## config.mk

```make
export PLATFORM = sky130hd
export DESIGN_NAME = ram_arbiter
export DESIGN_NICKNAME = d
export VERILOG_FILES = /design/src/rtl/ram_arbiter.sv
export SDC_FILE = /design/constraint.sdc
export NUM_CORES = 1
export LEC_CHECK = 0
export ABC_AREA = 1
export CAP_MARGIN = 20
export CORE_MARGIN = 4
export CORE_UTILIZATION = 23
export DETAILED_ROUTE_END_ITERATION = 8
export PLACE_DENSITY = 0.8
export SETUP_SLACK_MARGIN = 0.4
export SYNTH_ARGS = -nofsm -noshare
export SYNTH_HDL_FRONTEND = slang
export SYNTH_SLANG_ARGS = --single-unit
export TNS_END_PERCENT = 50
```

## constraint.sdc

```tcl
create_clock -name clk -period 1.9 [get_ports clk]
set_clock_uncertainty 0.1 [all_clocks]
set_input_delay 0.38 -clock clk [delete_from_list [all_inputs] [get_ports clk]]
set_output_delay 0.38 -clock clk [all_outputs]
set_load 0.01 [all_outputs]
```

## src/rtl/ram_arbiter.sv

```systemverilog
// Round-robin arbiter that lets two bus masters share the single-port 32x32 ram.
// A waiting master gets the ram after at most MAX_HOLD cycles of the other master.
module ram_arbiter #(
   parameter int ADDR_W   = 5,
   parameter int DATA_W   = 32,
   parameter int MAX_HOLD = 8
) (
   input  logic              clk,
   input  logic              reset,
   input  logic              m0_req,
   input  logic              m0_wr,
   input  logic [ADDR_W-1:0] m0_addr,
   input  logic [DATA_W-1:0] m0_din,
   output logic              m0_grant,
   output logic [DATA_W-1:0] m0_dout,
   input  logic              m1_req,
   input  logic              m1_wr,
   input  logic [ADDR_W-1:0] m1_addr,
   input  logic [DATA_W-1:0] m1_din,
   output logic              m1_grant,
   output logic [DATA_W-1:0] m1_dout,
   output logic              S_cen,
   output logic              S_wen,
   output logic [ADDR_W-1:0] S_addr,
   output logic [DATA_W-1:0] S_din,
   input  logic [DATA_W-1:0] S_dout
);

   localparam int HOLD_W = $clog2(MAX_HOLD);
   localparam logic [HOLD_W-1:0] HOLD_LAST = HOLD_W'(MAX_HOLD - 1);

   typedef enum logic [1:0] {
      IDLE = 2'd0,
      GNT0 = 2'd1,
      GNT1 = 2'd2
   } state_t;

   state_t            state_r;
   logic              last_r;
   logic [HOLD_W-1:0] hold_cnt_r;

   // Arbitration FSM; last_r remembers the most recent owner for tie-breaking.
   always_ff @(posedge clk or posedge reset) begin
      if (reset) begin
         state_r    <= IDLE;
         last_r     <= 1'b1;
         hold_cnt_r <= {HOLD_W{1'b0}};
      end else begin
         case (state_r)
            IDLE: begin
               if (m0_req && (!m1_req || last_r)) begin
                  state_r    <= GNT0;
                  last_r     <= 1'b0;
                  hold_cnt_r <= {HOLD_W{1'b0}};
               end else if (m1_req) begin
                  state_r    <= GNT1;
                  last_r     <= 1'b1;
                  hold_cnt_r <= {HOLD_W{1'b0}};
               end else begin
                  state_r <= IDLE;
               end
            end
            GNT0: begin
               // Handover happens without an idle bubble, whether by release or hold expiry.
               if (m1_req && (!m0_req || hold_cnt_r == HOLD_LAST)) begin
                  state_r    <= GNT1;
                  last_r     <= 1'b1;
                  hold_cnt_r <= {HOLD_W{1'b0}};
               end else if (!m0_req) begin
                  state_r <= IDLE;
               end else if (hold_cnt_r != HOLD_LAST) begin
                  hold_cnt_r <= hold_cnt_r + HOLD_W'(1);
               end else begin
                  hold_cnt_r <= hold_cnt_r;
               end
            end
            GNT1: begin
               if (m0_req && (!m1_req || hold_cnt_r == HOLD_LAST)) begin
                  state_r    <= GNT0;
                  last_r     <= 1'b0;
                  hold_cnt_r <= {HOLD_W{1'b0}};
               end else if (!m1_req) begin
                  state_r <= IDLE;
               end else if (hold_cnt_r != HOLD_LAST) begin
                  hold_cnt_r <= hold_cnt_r + HOLD_W'(1);
               end else begin
                  hold_cnt_r <= hold_cnt_r;
               end
            end
            default: begin
               state_r    <= IDLE;
               last_r     <= 1'b1;
               hold_cnt_r <= {HOLD_W{1'b0}};
            end
         endcase
      end
   end

   assign m0_grant = (state_r == GNT0);
   assign m1_grant = (state_r == GNT1);

   // Ram pin mux and read-data return; everything idles at zero unless the owner requests.
   always_comb begin
      S_cen   = 1'b0;
      S_wen   = 1'b0;
      S_addr  = {ADDR_W{1'b0}};
      S_din   = {DATA_W{1'b0}};
      m0_dout = {DATA_W{1'b0}};
      m1_dout = {DATA_W{1'b0}};
      case (state_r)
         GNT0: begin
            if (m0_req) begin
               S_cen   = 1'b1;
               S_wen   = m0_wr;
               S_addr  = m0_addr;
               S_din   = m0_din;
               m0_dout = m0_wr ? {DATA_W{1'b0}} : S_dout;
            end else begin
               S_cen = 1'b0;
            end
         end
         GNT1: begin
            if (m1_req) begin
               S_cen   = 1'b1;
               S_wen   = m1_wr;
               S_addr  = m1_addr;
               S_din   = m1_din;
               m1_dout = m1_wr ? {DATA_W{1'b0}} : S_dout;
            end else begin
               S_cen = 1'b0;
            end
         end
         default: begin
            S_cen = 1'b0;
         end
      endcase
   end

endmodule
```

== Word level (Yosys, flattened, before mapping) ==
Cells that the tools add are included.
W data, S select, Z words.

* Output and inout bits: 105
* Register bits after elaboration: 6
* Word-level logic and storage cells: 65
* Bits of input ports: 112

* Muxes and demuxes: 38
* Add/sub/neg operators: 1
* Eq/ne operators: 11
* Reductions and logical operators: 12

{| class="wikitable"
|+ Operators by type and width
! kind !! number
|-
| $mux W32 || 8
|-
| $pmux W32 S2 || 1
|-
| $mux W3 || 7
|-
| $mux W2 || 6
|-
| $ne A3 B2 Y1 const B || 4
|-
| $mux W5 || 2
|-
| $pmux W5 S2 || 1
|-
| $pmux W3 S3 || 1
|-
| $mux W1 || 8
|-
| $ne A3 B3 Y1 const B || 2
|-
| $pmux W2 S3 || 1
|-
| $reduce_and A3 Y1 || 2
|-
| $ne A2 B1 Y1 const B || 2
|-
| $pmux W1 S2 || 2
|-
| $add A3 B1 Y3 const B || 1
|-
| $eq A3 B3 Y1 const B || 1
|-
| $logic_and A1 B1 Y1 || 3
|-
| $logic_or A1 B1 Y1 || 3
|-
| $pmux W1 S3 || 1
|-
| $eq A2 B1 Y1 const B || 1
|-
| $eq A2 B2 Y1 const B || 1
|-
| $logic_not A1 Y1 || 2
|-
| $logic_not A2 Y1 || 1
|-
| $reduce_and A2 Y1 || 1
|}

== Depth between registers and ports, before layout ==
Gate-level depths: netlist of run 1.

* Depth after elaboration: 5
* Depth in mapped cells: 9
* Gate-level depth less buffers: 9

== Worst setup path after synthesis of run 1 ==
Ideal clock, no wire load.

* Kind: flip-flop to output port
* From: reg state_r[0]
* To: out m1_dout[10]
* Arrival: 1486 ps
* Required time: 1420 ps
* Buffers on the path: 2
* Stages on the path, launching flop included: 8
* Path slack: -66 ps
* Cells stage by stage: dfrtp_1 inv_1 ha_1 nand2_2 or2_1 buf_2 buf_6 nor2_1

* Longest elaborated chain between the ends: 2

{| class="wikitable"
|+ RTL lines
! item !! RTL line !! RTL
|-
| from (decl) || 38 || <nowiki>state_t state_r;</nowiki>
|-
| from (signal assigned) || 45 || <nowiki>state_r <= IDLE;</nowiki>
|-
| from (signal assigned) || 52 || <nowiki>state_r <= GNT0;</nowiki>
|-
| from (signal assigned) || 56 || <nowiki>state_r <= GNT1;</nowiki>
|-
| $eq A2 B2 Y1 || - ||
|-
| via m1_grant || 20 || <nowiki>output logic m1_grant,</nowiki>
|-
| $mux W32 || 110 || <nowiki>case (state_r)</nowiki>
|-
| to (decl) || 21 || <nowiki>output logic [DATA_W-1:0] m1_dout,</nowiki>
|}

The timed path passes the listed nets, and every way through them passes these cells.

== Worst setup path after layout of run 1 ==
* From: reg state_r[0]
* To: out m1_dout[23]

* Longest elaborated chain between the ends: 2

{| class="wikitable"
|+ RTL lines
! item !! RTL line
|-
| $eq A2 B2 Y1 || 110
|-
| $mux W32 || 110
|}

No other way between the ends.

==> results of run 1 <==
## per-stage QoR
step	instance area [µm²]	setup TNS (ns)	total power [W]
floorplan	2022	0	0.001399
global placement	4338	-65.02	0.002336
detailed placement	4338	-67.10	0.002391
CTS	4273	-18.08	0.002583
global route	4472	-26.30	0.002956
finish	4472	-18.44	0.002751
## timing repair
item | in CTS | in global routing
endpoints found under the setup margin | 111 | 111
gates resized for setup | 461 | 31
hold endpoints to repair | 0 | 0
setup buffers | 2 | 10
pin swaps | 2 | 7
cloned | 0 | 1
## state kept, by name, summed over array words and instances (netlist names)
register and cells:
hold_cnt_r 3, last_r 1, state_r 2
## power by group
part	internal, W	switching, W
clock	0.000145	0.0000587
combinational	0.00113	0.00119
sequential	0.000181	0.0000431
## path summary, 6_finish.rpt
path	from	end	slack [ns]	depth (start not counted)
worst max register to register	state_r[1]	hold_cnt_r[0]	0.20	11
worst min register to register	last_r	last_r	0.39	2
worst min-delay path	reset	hold_cnt_r[0]	0.26	2
worst max-delay path	state_r[0]	m1_dout[23]	-0.29	8
max in group asynchronous	reset	last_r	1.18	2
min in group clk	last_r	last_r	0.39	2
## cell families (layout without fill, tap and decap cells)
family	Yosys count	in the layout	share of synthesized area, %
AO/OA/AOI/OAI	48	48	15.13
adder cells (fa/ha/maj)	5	5	3.940
buffers and inverters	65	299	21.99
flip-flops	6	6	9.535
AND/OR/NAND/NOR	184	184	49.41
## layout by cell type (no fill, tap or decap), types with 3 or more instances in the layout
cell	instances
a21oi_1	25
nand2_2	5
inv_2	4
nand2_4	4
buf_4	14
nor2_1	5
a21oi_2	17
buf_6	48
clkdlybuf4s15_2	10
clkbuf_8	3
nor2_4	42
o21ai_1	3
dfrtp_1	5
buf_2	50
nand3_1	3
clkdlybuf4s50_1	109
buf_12	16
inv_1	40
nand2_1	100
nor2_2	21
## layout make-up
class | count | area share, %
flip-flops and latches | 6 | 3.386
inverters | 45 | 3.833
well taps | 80 | 2.238
multi-input cells | 237 | 34.47
clock buffers | 4 | 1.007
repair buffers | 250 | 55.06
## metal layers
layer  global-route usage [%]  up-vias  routed length [µm]
li1                         -     1386                   -
met3                    3.894        9                 693
met1                    21.95     1240                3396
met5                        0        -                   0
met4                    4.899        0                 132
met2                    38.87      124                4996
==> out/results.ini, run 1 <==
[detailed_routing]
wl_per_cell_um = 14.82
firstDrtPassIters = 4
via_count = 2759
via_per_inst = 4.436
ant_nets = 0
route.detailed.drc = 0
wl_um = 9218
dr.first_iter.drc_count = 65

[critical_path]
critPathKind = register to output pin
critical-path-top-delay-family = buffers and inverters
worstPathMaxFanout = 9
max_stage_delay_ns = 0.40
crit_required_ns = 1.42
worstPathArrival_ns = 1.71
crit_buf_inv = 4
cp_common_cell = buf_12
start_kind = register
cp_slowest_cell = dfrtp_1
end_kind = output pin
path_cells = inv_2 > ha_4 > nand2_4 > or2_4 > buf_12 > buf_12 > nor2_4 > buf_6

[sta]
tightest_slew_ns = 0.2574
rsz0062_at_grt = true
maxSlewViolCount = 0
hold_viol = 0
setup_viol = 103
max_slew_margin_pct = 82.78
timing.final.crit_period_ns = 2.187
max_freq_ghz = 0.4573
fin_hold_ws_ns = 0.2625
postLayoutSetupSlackWorst_ns = -0.2868
fin_crit_sh_pct = 115.1

[synthesis]
syn_area_per_cell_um2 = 5.155
synthTopCellsByCount = nand2_1 (107), a21oi_1 (44), inv_1 (43), nor2_1 (38), nor2_2 (30)
ys_warn_count = 0
syn_area_um2 = 1588
synthDistinctLibCells = 19
synth_top_area_share_pct = 25.30
post-synth-top-count-cell = nand2_1
synthTopCellsByArea = nand2_1 (25%), a21oi_1 (14%), nor2_2 (12%), inv_1 (10%), nor2_1 (9.0%)
synth_ff_type = dfrtp_1
yosysTopAreaCell = nand2_1
synth_seq_cells = 6
synth-async-reset-ratio_pct = 100.0
synth-edff-count = 0
synth_cells = 308
synth_nets = 425
synth_seq_area_share_pct = 9.535

[flow_run]
maxCapViolations = 0

[clock_network]
cts.clk_slew.worst_paths_ns = 0.04
cts_tree = built
clock-sinks = 6
cts_made_buffers = 3
ctsHoldBuffers = 0
h-tree-depth = 1
cts_root_buf = clkbuf_8
clk_latency_ns = 0.23
cts_max_path_buffers = 2

[global_routing]
grt_pass1_vias = 2657
grt_first_pass_wirelength_um = 13670
antenna_found_initial = 0
grt.total_usage_pct = 20.02
grt_max_degree = 25
grt_overflow = 0

[place]
io_buffers = 216
gp_congestion = 0.9328
dp_slack_ns = -0.7381
post-dp-hpwl_um = 7389
dp.cells = 605

[cells_and_area]
nFillCells = 575
synthToLayoutAreaGrowth_pct = 181.6
final_net_count = 660
n_antenna_cell = 0
regArea_um2 = 151.4
drive_above_1_share_pct = 45.20
stdcell_count = 622
multiInputGateArea_um2 = 1541
post-route-util_pct = 66.19

[floorplan]
pin_count = 217
fp.dieH_um = 91.09
core_area_um2 = 6756
initial_core_util_pct = 23.50
dieWidth_um = 91.09
die-area_um2 = 8296
num_rows = 30

[power_and_ir_drop]
p_leak_nw = 2.027
peakVddDrop_mv = 0.5002
power_density_nw_per_um2 = 615.2

[run_status]
outcome = finished, violations left
violations = setup timing

[worst_hold_path]
hold_path.class = primary input to async pin

(Power assumes the default switching activity.)
==> inputs of run 2 (changes only) <==
- CORE_UTILIZATION: 23 -> 25
- GPL_TIMING_DRIVEN: not set -> 0
- HOLD_SLACK_MARGIN: not set -> 0.06
- PLACE_DENSITY: 0.8 -> 0.82
- clock period: 1.9 -> 2.5 ns (I/O delays scaled with it)
==> run 2 against run 1 <==
Net effect: the run now ends clean; first-iteration DRC count is 23% lower; worst setup slack better by 0.45 ns; clock power fell by 22%; sequential power is 24% lower; design area down 11%; worst hold slack improved by 0.13 ns; largest cell class unchanged; sequential share of layout area grew 0.48 points; sequential cell count is the same; core utilization is 0.16 points lower; combinational power shrank 33%; total power decreased by 31%; global-route usage rose by 0.92 points.
==> out/results.ini, run 2 (same netlist as run 1, synthesis figures left out) <==
[clock_network]
cts_root_buf = clkbuf_8
clock-sinks = 6
cts_max_path_buffers = 2
cts.clk_slew.worst_paths_ns = 0.04
cts_made_buffers = 3
cts_tree = built
clk_latency_ns = 0.23
h-tree-depth = 1

[place]
io_buffers = 216
post-dp-hpwl_um = 7215
dp_slack_ns = -0.5808
gp_congestion = 0.8303
place_area_um2 = 3844

[floorplan]
initial_core_util_pct = 26.35
fp.dieH_um = 87.70
core_area_um2 = 6026
dieWidth_um = 87.70
die-area_um2 = 7690
pin_count = 217
num_rows = 28

[power_and_ir_drop]
clkPwrFrac_pct = 8.4
seq_power_share_pct = 9.1
swShare_pct = 47.17
comb_power_share_pct = 82.5
p_leak_nw = 1.994
p_sw_w = 0.0008890
peakVddDrop_mv = 0.4664
power_density_nw_per_um2 = 473.7
internal-power_w = 0.0009956

[cells_and_area]
largest_register_ffs = 3
reg_top3 = hold_cnt_r (3), state_r (2), last_r (1)
max_flop_register = hold_cnt_r
post-route-util_pct = 66.03
nFillCells = 560
final_net_count = 663
mostFrequentLayoutCell = clkdlybuf4s50_1
drive_above_1_share_pct = 38.35
n_antenna_cell = 0
final_cell_mix = clkdlybuf4s50_1 (111), nand2_1 (106), buf_2 (75)
synthToLayoutAreaGrowth_pct = 150.6
design_area_um2 = 3979

[global_routing]
grt_pass1_vias = 2734
antenna_found_initial = 0
grt.total_usage_pct = 20.94
grt_first_pass_wirelength_um = 12860
grt_max_degree = 11
grt_overflow = 0

[detailed_routing]
via_per_inst = 4.527
dr.first_iter.drc_count = 50
wl_per_cell_um = 14.76
ant_nets = 0
wl_um = 9151
firstDrtPassIters = 5
route.detailed.drc = 0
via_count = 2807

[flow_run]
maxCapViolations = 0

[sta]
fin_hold_ws_ns = 0.3956
max_slew_margin_pct = 80.25
fin_crit_sh_pct = 93.50
setup_viol = 0
fin_setup_tns_ns = 0
timing.final.crit_period_ns = 2.337
tightest_slew_ns = 0.2962
postLayoutSetupSlackWorst_ns = 0.1626
rsz0062_at_grt = true
maxSlewViolCount = 0
hold_viol = 0
max_freq_ghz = 0.4278

[critical_path]
crit_required_ns = 1.90
end_kind = output pin
worstPathArrival_ns = 1.74
start_kind = register
critPathKind = register to output pin
cp_slowest_cell = dfrtp_2
crit_buf_inv = 4
worstPathMaxFanout = 7
max_stage_delay_ns = 0.43
critical-path-top-delay-family = buffers and inverters
path_cells = inv_2 > ha_4 > nand2_4 > or2_1 > buf_6 > clkbuf_16 > nor2_2 > buf_2
r2r_slack_ns = 0.72

[worst_hold_path]
hold_path.class = primary input to async pin

[run_status]
outcome = finished, final reports clean

run 2: metal layers:
layer  share of wire (%)  vias to the layer above  global-route usage [%]  wire length [µm]
met5                   0                        -                       0                 0
met4                 3.1                        0                   7.810               284
met3                  10                       28                   5.738               915
li1                    -                     1393                       -                 -
met2                  54                      160                   41.44              4940
met1                  33                     1226                   20.31              3011
run 2: cell type report:
type | count | area (µm²) | area share (%)
Sequential cell | 6 | 153.9 | 3.868
Inverter | 45 | 173.9 | 4.371
Buffer | 20 | 270.3 | 6.792
Timing Repair Buffer | 233 | 1967 | 49.43
Clock buffer | 4 | 45.04 | 1.132
Multi-Input combinational cell | 237 | 1275 | 32.04
Tap cell | 75 | 93.84 | 2.358
run 2: stage by stage:
stage	instances	power, W
floorplan	308	0.0008417
global placement	599	0.001466
detailed placement	599	0.001495
CTS	615	0.001777
global route	620	0.002032
finish	620	0.001885
run 2: repair_timing:
action	4_1_cts	5_1_grt
buffers inserted	8	2
hold buffers	0	0
endpoints found under the setup margin	105	105
gates cloned	4	3
gates resized for setup	392	114
pin swaps	1	6
run 2: power groups by stage:
stage	sequential, W	clock (W)	combinational [W]
after detailed placement	0.000167	0	0.00133
after global placement	0.000163	0	0.00130
after CTS	0.000168	0.000158	0.00145
after floorplan	0.000159	0	0.000682
final	0.000172	0.000158	0.00155
after global routing	0.000177	0.000165	0.00169
run 2: final timing paths:
kind / from / end / cells past startpoint
hold reg to reg: last_r / last_r / 2
setup / recovery: state_r[1] / m0_dout[28] / 8
min in group clk: last_r / last_r / 2
hold / removal: reset / hold_cnt_r[1] / 2
max in group asynchronous: reset / last_r / 2
setup reg to reg: state_r[1] / state_r[0] / 10
